$ cat config.mk
export PLATFORM = sky130hd
export DESIGN_NAME = serial_borrow_subtractor
export DESIGN_NICKNAME = d
export VERILOG_FILES = /design/src/rtl/serial_borrow_subtractor.sv
export SDC_FILE = /design/constraint.sdc
export NUM_CORES = 1
export LEC_CHECK = 0
export ABC_AREA = 1
export ABC_CLOCK_PERIOD_IN_PS = 3790
export CAP_MARGIN = 25
export CORE_MARGIN = 3
export CORE_UTILIZATION = 30
export CTS_CLUSTER_DIAMETER = 60
export DETAILED_ROUTE_END_ITERATION = 12
export GPL_TIMING_DRIVEN = 0
export HOLD_SLACK_MARGIN = 0.05
export PLACE_DENSITY = 0.51
export SYNTH_ARGS = -nofsm -noshare
export SYNTH_HDL_FRONTEND = slang
export SYNTH_SLANG_ARGS = --single-unit
$ cat constraint.sdc
create_clock -name clk_i -period 3.79 [get_ports clk_i]
set_input_delay 1.137 -clock clk_i [delete_from_list [all_inputs] [get_ports clk_i]]
set_output_delay 1.137 -clock clk_i [all_outputs]
set_load 0.02 [all_outputs]
$ cat src/rtl/serial_borrow_subtractor.sv
// Multi-cycle ripple-borrow subtractor: diff = a - b - bin, DIGIT bits per clock,
// borrow registered between digits, start/busy/done handshake with registered flags.
module serial_borrow_subtractor #(
    parameter int unsigned WIDTH = 8,
    parameter int unsigned DIGIT = 2
) (
    input  logic             clk_i,
    input  logic             rst_ni,
    input  logic             start_i,
    input  logic [WIDTH-1:0] a_i,
    input  logic [WIDTH-1:0] b_i,
    input  logic             bin_i,
    output logic             busy_o,
    output logic             done_o,
    output logic [WIDTH-1:0] diff_o,
    output logic             bout_o,
    output logic             ovf_o,
    output logic             zero_o
);

    if (WIDTH < 2 || DIGIT < 1 || DIGIT > WIDTH || (WIDTH % DIGIT) != 0) begin : gen_param_check
        $error("serial_borrow_subtractor: illegal WIDTH/DIGIT combination");
    end

    localparam int unsigned N       = WIDTH / DIGIT;
    localparam int unsigned CntW    = (N > 1) ? $clog2(N) : 1;
    localparam logic [CntW-1:0] LastCnt = CntW'(N - 1);

    typedef enum logic [1:0] {StIdle, StRun, StDone} state_e;

    state_e           state_q;
    logic [WIDTH-1:0] a_q, b_q, res_q;
    logic             br_q;
    logic             a_msb_q, b_msb_q;
    logic [CntW-1:0]  cnt_q;
    logic             busy_q, done_q, bout_q, ovf_q, zero_q;
    logic [WIDTH-1:0] diff_q;

    logic [DIGIT-1:0] slice_d;
    logic             br_d;
    logic [WIDTH-1:0] res_d;

    // Operands shift right so the active digit always sits at bit 0; result bits
    // enter from the top so the finished word is aligned after N digits.
    always_comb begin
        logic br;
        br      = br_q;
        slice_d = '0;
        for (int i = 0; i < int'(DIGIT); i++) begin
            slice_d[i] = a_q[i] ^ b_q[i] ^ br;
            br         = (~a_q[i] & b_q[i]) | (~(a_q[i] ^ b_q[i]) & br);
        end
        br_d  = br;
        res_d = WIDTH'({slice_d, res_q} >> DIGIT);
    end

    always_ff @(posedge clk_i) begin
        if (!rst_ni) begin
            state_q <= StIdle;
            a_q     <= '0;
            b_q     <= '0;
            res_q   <= '0;
            br_q    <= 1'b0;
            a_msb_q <= 1'b0;
            b_msb_q <= 1'b0;
            cnt_q   <= '0;
            busy_q  <= 1'b0;
            done_q  <= 1'b0;
            diff_q  <= '0;
            bout_q  <= 1'b0;
            ovf_q   <= 1'b0;
            zero_q  <= 1'b0;
        end else begin
            done_q <= 1'b0;
            case (state_q)
                StIdle, StDone: begin
                    if (start_i) begin
                        a_q     <= a_i;
                        b_q     <= b_i;
                        br_q    <= bin_i;
                        a_msb_q <= a_i[WIDTH-1];
                        b_msb_q <= b_i[WIDTH-1];
                        cnt_q   <= '0;
                        busy_q  <= 1'b1;
                        state_q <= StRun;
                    end else begin
                        busy_q  <= 1'b0;
                        state_q <= StIdle;
                    end
                end
                StRun: begin
                    a_q   <= a_q >> DIGIT;
                    b_q   <= b_q >> DIGIT;
                    res_q <= res_d;
                    br_q  <= br_d;
                    cnt_q <= cnt_q + CntW'(1);
                    if (cnt_q == LastCnt) begin
                        diff_q  <= res_d;
                        bout_q  <= br_d;
                        ovf_q   <= (a_msb_q != b_msb_q) && (res_d[WIDTH-1] != a_msb_q);
                        zero_q  <= (res_d == '0);
                        busy_q  <= 1'b0;
                        done_q  <= 1'b1;
                        state_q <= StDone;
                    end
                end
                default: begin
                    busy_q  <= 1'b0;
                    state_q <= StIdle;
                end
            endcase
        end
    end

    assign busy_o = busy_q;
    assign done_o = done_q;
    assign diff_o = diff_q;
    assign bout_o = bout_q;
    assign ovf_o  = ovf_q;
    assign zero_o = zero_q;

endmodule
==> out/qor.yml, run 1 <==
timing:
  hold_viol_final: 0
  post-route-worst-setup-slack_ns: 1.42
  fin_setup_tns_ns: 0
  finalSetupViolCount: 0
  relSlewSlack: 0.821
  worstMarginPinSlew_ns: 0.267
  finalCritPeriodShare: 0.626
  final_max_slew_viol_count: 0
  rsz0062_at_grt: "false"
  fmax_mhz: 422
  clock-skew-final_ns: 0.00843
  fin_crit_ns: 2.37
floorplanning:
  chipWidth_um: 85.6
  dieHeight_um: 85.6
  placementRows: 28
  io_pins: 33
  core-area_sq_mm: 0.00603
  initial_utilization: 0.315
  die-area_sq_mm: 0.00733
routing:
  routed_wl_um: 3990
  drtIter0Drc: 63
  drc: 0
  ant_nets: 0
  dr.pass1.iters: 4
  wire_per_inst_um: 11.4
  vias: 1560
  via_per_inst: 4.44
hold_path:
  hp-start: "cnt_q[0]$_SDFFE_PN0P_"
  holdPathStages: 1
  hold_end: "cnt_q[0]$_SDFFE_PN0P_"
  hp-class: "reg2reg"
worst_setup_path:
  slowest_stage: "clkdlybuf4s50_1"
  crit_chain: "clkdlybuf4s50_1"
  critical-path-top-delay-family: "buffers and inverters"
  cp-end-kind: "primary output"
  worstPathArrival_ns: 1.23
  r2r_slack_ns: 1.93
  crit_fanout: 2
  critPathLaunchType: "flip-flop"
  r2r-end: "zero_o$_SDFFE_PN0P_"
  crit_type: "reg2out"
  max_stage_delay_ns: 0.61
  r2r_cells: 9
  required_ns: 2.65
  reg2reg_from: "a_q[0]$_SDFFE_PN0P_"
  path_buf_inv: 1
synthesis:
  yosys.area_share.xor_xnor: 0
  synthAdderAreaFrac: 0.0276
  synth-seq-cells: 42
  synth_compound_area_frac: 0.0790
  yosys.area_share.simple: 0.329
  synth.yosys.warnings: 0
  syn_inst: 238
  synth.distinct_cells: 27
  synth_mux_area_frac: 0
  synthesis.area_sq_mm: 0.00190
  synth_top_family_by_area: "simple AND/OR/NAND/NOR gates"
  postSynthAreaPerCell_sq_um: 7.99
  ys_seq_area_frac: 0.442
  synth_nets: 261
layout:
  fin_nets: 299
  final_layout_size_suffix_gt1_frac: 0.149
  n_antenna_cell: 0
  fillers: 675
  syn_to_final_growth_pct: 27.2
run_status:
  status: "completed"
placement:
  gp_congestion: 0.707
  dp_slack_ns: 1.48
  io_buffer_count: 31
  dp_hpwl_um: 2950
global_route:
  grt_pass1_wl_um: 6600
  antenna_found_initial: 0
  grt_pass1_vias: 1373
  grt_overflow: 0
  grt_max_degree: 13
  grt_usage: 0.113
clock_network:
  clk_pin_slew_ns: 0.08
  holdBufCountCts: 0
  root_buffer: "clkbuf_8"
  cts_tree: "yes"
  cts.sinks: 42
  post_cts_buffers: 0
  clk_path_buf_depth: 2
  htreeDepth: 2
  cts_buffers: 5
  post_cts_resized: 0
  clkLatencyLatePin_ns: 0.29
power_and_ir_drop:
  p_leak_uw: 0.000971
  vdd_drop_max_v: 0.000204
  power_density_mw_per_mm2: 422
job:
  drv_cap: 0
==> how the worst max path moves through the flow <==
stage / from / to / slack, ns / cells past startpoint
floorplan: rst_ni / a_q[7]$_SDFFE_PN0P_ / 2.03 / 4
global placement: start_i / a_q[3]$_SDFFE_PN0P_ / 1.48 / 6
detailed placement: start_i / a_q[5]$_SDFFE_PN0P_ / 1.48 / 6
CTS: busy_o$_SDFFE_PN0P_ / busy_o / 1.40 / 1
global route: busy_o$_SDFFE_PN0P_ / busy_o / 1.36 / 1
finish: busy_o$_SDFFE_PN0P_ / busy_o / 1.42 / 1
==> layout by cell type, fill, tap and decap left out <==
| master | netlist | routed |
|---|---|---|
| a21oi_1 | 20 | 20 |
| buf_2 | 4 | 4 |
| buf_4 | 1 | 1 |
| buf_6 | 8 | 8 |
| bufinv_16 | 0 | 1 |
| clkbuf_8 | 0 | 6 |
| clkdlybuf4s50_1 | 0 | 31 |
| clkinv_1 | 1 | 1 |
| clkinv_2 | 1 | 1 |
| dfxtp_1 | 42 | 42 |
| fa_1 | 2 | 2 |
| ha_1 | 1 | 1 |
| inv_1 | 24 | 24 |
| inv_4 | 1 | 1 |
| inv_6 | 1 | 1 |
| nand2_1 | 37 | 37 |
| nand2_2 | 1 | 1 |
| nand2_4 | 2 | 2 |
| nand2_8 | 1 | 1 |
| nand3_1 | 24 | 24 |
| nand3_4 | 1 | 1 |
| nand3b_1 | 2 | 2 |
| nand4_1 | 1 | 1 |
| nor2_1 | 39 | 39 |
| nor2_2 | 1 | 1 |
| nor2_4 | 1 | 1 |
| nor3_1 | 1 | 1 |
| nor3_2 | 11 | 11 |
| o21ai_0 | 8 | 8 |
| o21ai_1 | 2 | 2 |
==> synth_stat cells <==
| library cell | number | area share |
|---|---|---|
| nand3_1 | 24 | 0.063 |
| nand2_1 | 37 | 0.073 |
| inv_4 | 1 | 0.0033 |
| ha_1 | 1 | 0.0066 |
| clkinv_2 | 1 | 0.0026 |
| o21ai_1 | 2 | 0.0053 |
| buf_6 | 8 | 0.047 |
| inv_6 | 1 | 0.0046 |
| nand4_1 | 1 | 0.0033 |
| nor2_2 | 1 | 0.0033 |
| nor2_4 | 1 | 0.0059 |
| dfxtp_1 | 42 | 0.44 |
| nand2_4 | 2 | 0.012 |
| nor3_2 | 11 | 0.058 |
| nand3_4 | 1 | 0.0092 |
| nand2_8 | 1 | 0.011 |
| nand2_2 | 1 | 0.0033 |
| clkinv_1 | 1 | 0.0020 |
| fa_1 | 2 | 0.021 |
| nor2_1 | 39 | 0.077 |
| buf_4 | 1 | 0.0040 |
| o21ai_0 | 8 | 0.021 |
| inv_1 | 24 | 0.047 |
| a21oi_1 | 20 | 0.053 |
| buf_2 | 4 | 0.011 |
| nor3_1 | 1 | 0.0026 |
| nand3b_1 | 2 | 0.0079 |
==> where the power goes <==
part           internal [uW]  total, uW  leakage, uW  switching [uW]
Combinational           77.9        172     0.000570            93.7
Clock                    211        364    0.0000573             153
Sequential               469        485     0.000344            16.2
==> logic make-up after synthesis <==
family | Yosys count
and+or+nand+nor | 122
DFF | 42
AOI/OAI and AO/OA | 30
adders and majority gates | 3
buffers and inverters | 41
==> through the flow <==
| step | instances | cell area [sq um] | power (uW) | util | hold slack, ns |
|---|---|---|---|---|---|
| finish | 351 | 2420 | 1020 | 0.401 | 0.461 |
| global route | 351 | 2420 | 1080 | 0.401 | 0.492 |
| CTS | 351 | 2420 | 1030 | 0.401 | 0.464 |
| detailed placement | 344 | 2300 | 670 | 0.382 | 0.452 |
| global placement | 344 | 2300 | 669 | 0.382 | 0.447 |
| floorplan | 238 | 1900 | 616 | - | 0.428 |
==> state kept, by name, summed over array words and instances (netlist names) <==
signal   count
diff_o       8
done_o       1
br_q         1
a_q          8
cnt_q        2
zero_o       1
res_q        6
b_msb_q      1
bout_o       1
b_q          8
ovf_o        1
busy_o       1
state_q      2
a_msb_q      1
==> per-layer routing <==
layer	vias up	global-route usage	share of wire
met4	0	0.0302	0.0038
li1	830	-	-
met3	3	0.0288	0.050
met1	689	0.159	0.51
met5	-	0	0
met2	38	0.172	0.44
==> cell type report <==
class	instances	area, sq um	area share
Clock buffer	6	82.6	0.0342
Tap cell	75	93.8	0.0388
Inverter	28	114	0.0471
Multi-Input combinational cell	155	828	0.343
Buffer	13	118	0.0487
Timing Repair Buffer	31	310	0.128
Sequential cell	42	841	0.348
Clock inverter	1	30.0	0.0124
Note: power is estimated with default switching activity, not from simulation.
==> run 2, diff against run 1 <==
--- a/config.mk
+++ b/config.mk
@@ -6,7 +6,7 @@
 export NUM_CORES = 1
 export LEC_CHECK = 0
 export ABC_AREA = 1
-export ABC_CLOCK_PERIOD_IN_PS = 3790
+export ABC_CLOCK_PERIOD_IN_PS = 2100
 export CAP_MARGIN = 25
 export CORE_MARGIN = 3
 export CORE_UTILIZATION = 30
@@ -14,7 +14,7 @@
 export DETAILED_ROUTE_END_ITERATION = 12
 export GPL_TIMING_DRIVEN = 0
 export HOLD_SLACK_MARGIN = 0.05
-export PLACE_DENSITY = 0.51
+export PLACE_DENSITY = 0.53
 export SYNTH_ARGS = -nofsm -noshare
 export SYNTH_HDL_FRONTEND = slang
 export SYNTH_SLANG_ARGS = --single-unit
==> constraint.sdc (replaced) <==
create_clock -name clk_i -period 2.1 [get_ports clk_i]
set_input_delay 0.63 -clock clk_i [delete_from_list [all_inputs] [get_ports clk_i]]
set_output_delay 0.63 -clock clk_i [all_outputs]
set_load 0.02 [all_outputs]
==> run 2 against run 1 <==
Hold slack improved by 0.0025 ns; non-clock buffer count unchanged; die area unchanged; flip-flop and latch count unchanged; largest power group unchanged; combinational power up 79%; cell count rose by 0.28%; wire length fell by 2.9%; highest routed layer unchanged; core utilization shrank 0.35 points.
==> out/qor.yml, run 2 (same netlist as run 1, synthesis figures left out) <==
worst_setup_path:
  path_buf_inv: 1  # unchanged
  critical-path-top-delay-family: "buffers and inverters"
  critPathLaunchType: "flip-flop"
  slowest_stage: "clkdlybuf4s50_1"
  required_ns: 1.47  # -1.18 ns
  cp.depth: 1  # unchanged
  crit_chain: "clkdlybuf4s50_1"
  worstPathArrival_ns: 1.24  # about the same
  crit_fanout: 2  # unchanged
  max_stage_delay_ns: 0.61  # about the same
  r2r_cells: 9  # unchanged
  crit_type: "reg2out"
  cp-end-kind: "primary output"
floorplanning:
  initial_utilization: 0.315  # unchanged
  chipWidth_um: 85.6  # unchanged
  dieHeight_um: 85.6  # unchanged
  core-area_sq_mm: 0.00603  # unchanged
  placementRows: 28  # unchanged
  die-area_sq_mm: 0.00733  # unchanged
  io_pins: 33  # unchanged
timing:
  worstMarginPinSlew_ns: 0.273  # +0.00585 ns
  final_max_slew_viol_count: 0  # unchanged
  fin_setup_tns_ns: 0  # unchanged
  relSlewSlack: 0.817  # -0.00392
  holdWs_ns: 0.463  # +0.00248 ns
  finalCritPeriodShare: 0.889
  rsz0062_at_grt: "false"
  hold_viol_final: 0  # unchanged
  post-route-worst-setup-slack_ns: 0.233  # -1.18 ns
  finalSetupViolCount: 0  # unchanged
  fin_crit_ns: 1.87
  fmax_mhz: 536
  clock-skew-final_ns: 0.00485  # -0.00359 ns
power_and_ir_drop:
  vdd_drop_max_v: 0.000284  # +39%
  p_leak_uw: 0.000962  # -0.93%
  p_int_uw: 1250  # +65%
  switching_share: 0.270  # +0.0122
  clkPwrFrac: 0.310  # -0.047
  pwr-share-seq: 0.511  # +0.036
  power_density_mw_per_mm2: 716  # +70%
  p_sw_uw: 463  # +76%
  pwr-share-comb: 0.180  # +0.012
  total_power_uw: 1710  # +68%
layout:
  final_layout_size_suffix_gt1_frac: 0.148  # -0.000536
  final_common_cell: "dfxtp_1"
  n_antenna_cell: 0  # unchanged
  syn_to_final_growth_pct: 26.1
  final_cell_mix: "42 x dfxtp_1, 39 x nor2_1, 37 x nand2_1, 31 x clkdlybuf4s50_1"
  fillers: 652  # -3.4%
  fin_util: 0.398  # -0.00353
  fin_nets: 299  # unchanged
placement:
  dp_hpwl_um: 2890  # -2.1%
  io_buffer_count: 31  # unchanged
  dp_slack_ns: 0.254  # -1.22 ns
  gp_congestion: 0.745  # +5.5%
global_route:
  grt_usage: 0.115  # +0.00210
  grt_pass1_vias: 1473  # +7.3%
  grt_overflow: 0  # unchanged
  antenna_found_initial: 0  # unchanged
  grt_pass1_wl_um: 6710  # +1.8%
  grt_max_degree: 13  # unchanged
clock_network:
  root_buffer: "clkbuf_8"
  cts_tree: "yes"
  clkLatencyLatePin_ns: 0.29  # about the same
  holdBufCountCts: 0  # unchanged
  clk_path_buf_depth: 2  # unchanged
  clk_pin_slew_ns: 0.08  # about the same
  htreeDepth: 2  # unchanged
  post_cts_buffers: 0  # unchanged
  cts_buffers: 5  # unchanged
  post_cts_resized: 0  # unchanged
  cts.sinks: 42  # unchanged
routing:
  via_per_inst: 4.42  # -0.48%
  dr.pass1.iters: 4  # unchanged
  routed_wl_um: 3880  # -2.9%
  wire_per_inst_um: 11.0  # -3.2%
  drtIter0Drc: 55  # -13%
  vias: 1557  # -0.19%
  ant_nets: 0  # unchanged
  drc: 0  # unchanged
run_status:
  status: "completed"
job:
  drv_cap: 0  # unchanged
hold_path:
  holdPathStages: 2  # +1
  hp-class: "reg2reg"
## run 2: layout make-up
| type | instances | area, sq um | area share |
|---|---|---|---|
| clock buffers | 7 | 86.3 | 0.0360 |
| repair buffers | 31 | 310 | 0.130 |
| inverters | 28 | 114 | 0.0475 |
| clock inverters | 1 | 5.00 | 0.00209 |
| plain buffers | 13 | 118 | 0.0491 |
| well taps | 75 | 93.8 | 0.0392 |
| multi-input cells | 155 | 828 | 0.346 |
| flip-flops and latches | 42 | 841 | 0.351 |
## run 2: per-stage QoR
step / cell area (sq um) / std cells
final: 2400 / 352
after global routing: 2400 / 352
after CTS: 2400 / 352
after detailed placement: 2300 / 344
after global placement: 2300 / 344
after floorplan: 1900 / 238
## run 2: worst paths after layout
| kind | from | end | slack [ns] |
|---|---|---|---|
| worst max-delay path | busy_o$_SDFFE_PN0P_ | busy_o | 0.23 |
| worst min-delay path | diff_o[3]$_SDFFE_PN0P_ | diff_o[3]$_SDFFE_PN0P_ | 0.46 |
| worst max register to register | a_q[0]$_SDFFE_PN0P_ | zero_o$_SDFFE_PN0P_ | 0.26 |
| worst min register to register | diff_o[3]$_SDFFE_PN0P_ | diff_o[3]$_SDFFE_PN0P_ | 0.46 |
## run 2: per-layer routing
layer	GRT usage	vias up	wire, um
met5	0	-	0
met4	0.0388	0	24
met3	0.0288	2	161
met2	0.182	25	1790
met1	0.154	704	1900
li1	-	826	-
## run 2: power by group through the flow
stage	Clock, uW	Combinational (uW)	Sequential (uW)
2_1_floorplan	0	221	890
3_3_place_gp	0	312	894
3_5_place_dp	0	314	895
4_1_cts	558	315	876
5_1_grt	581	352	883
6_report	531	308	876
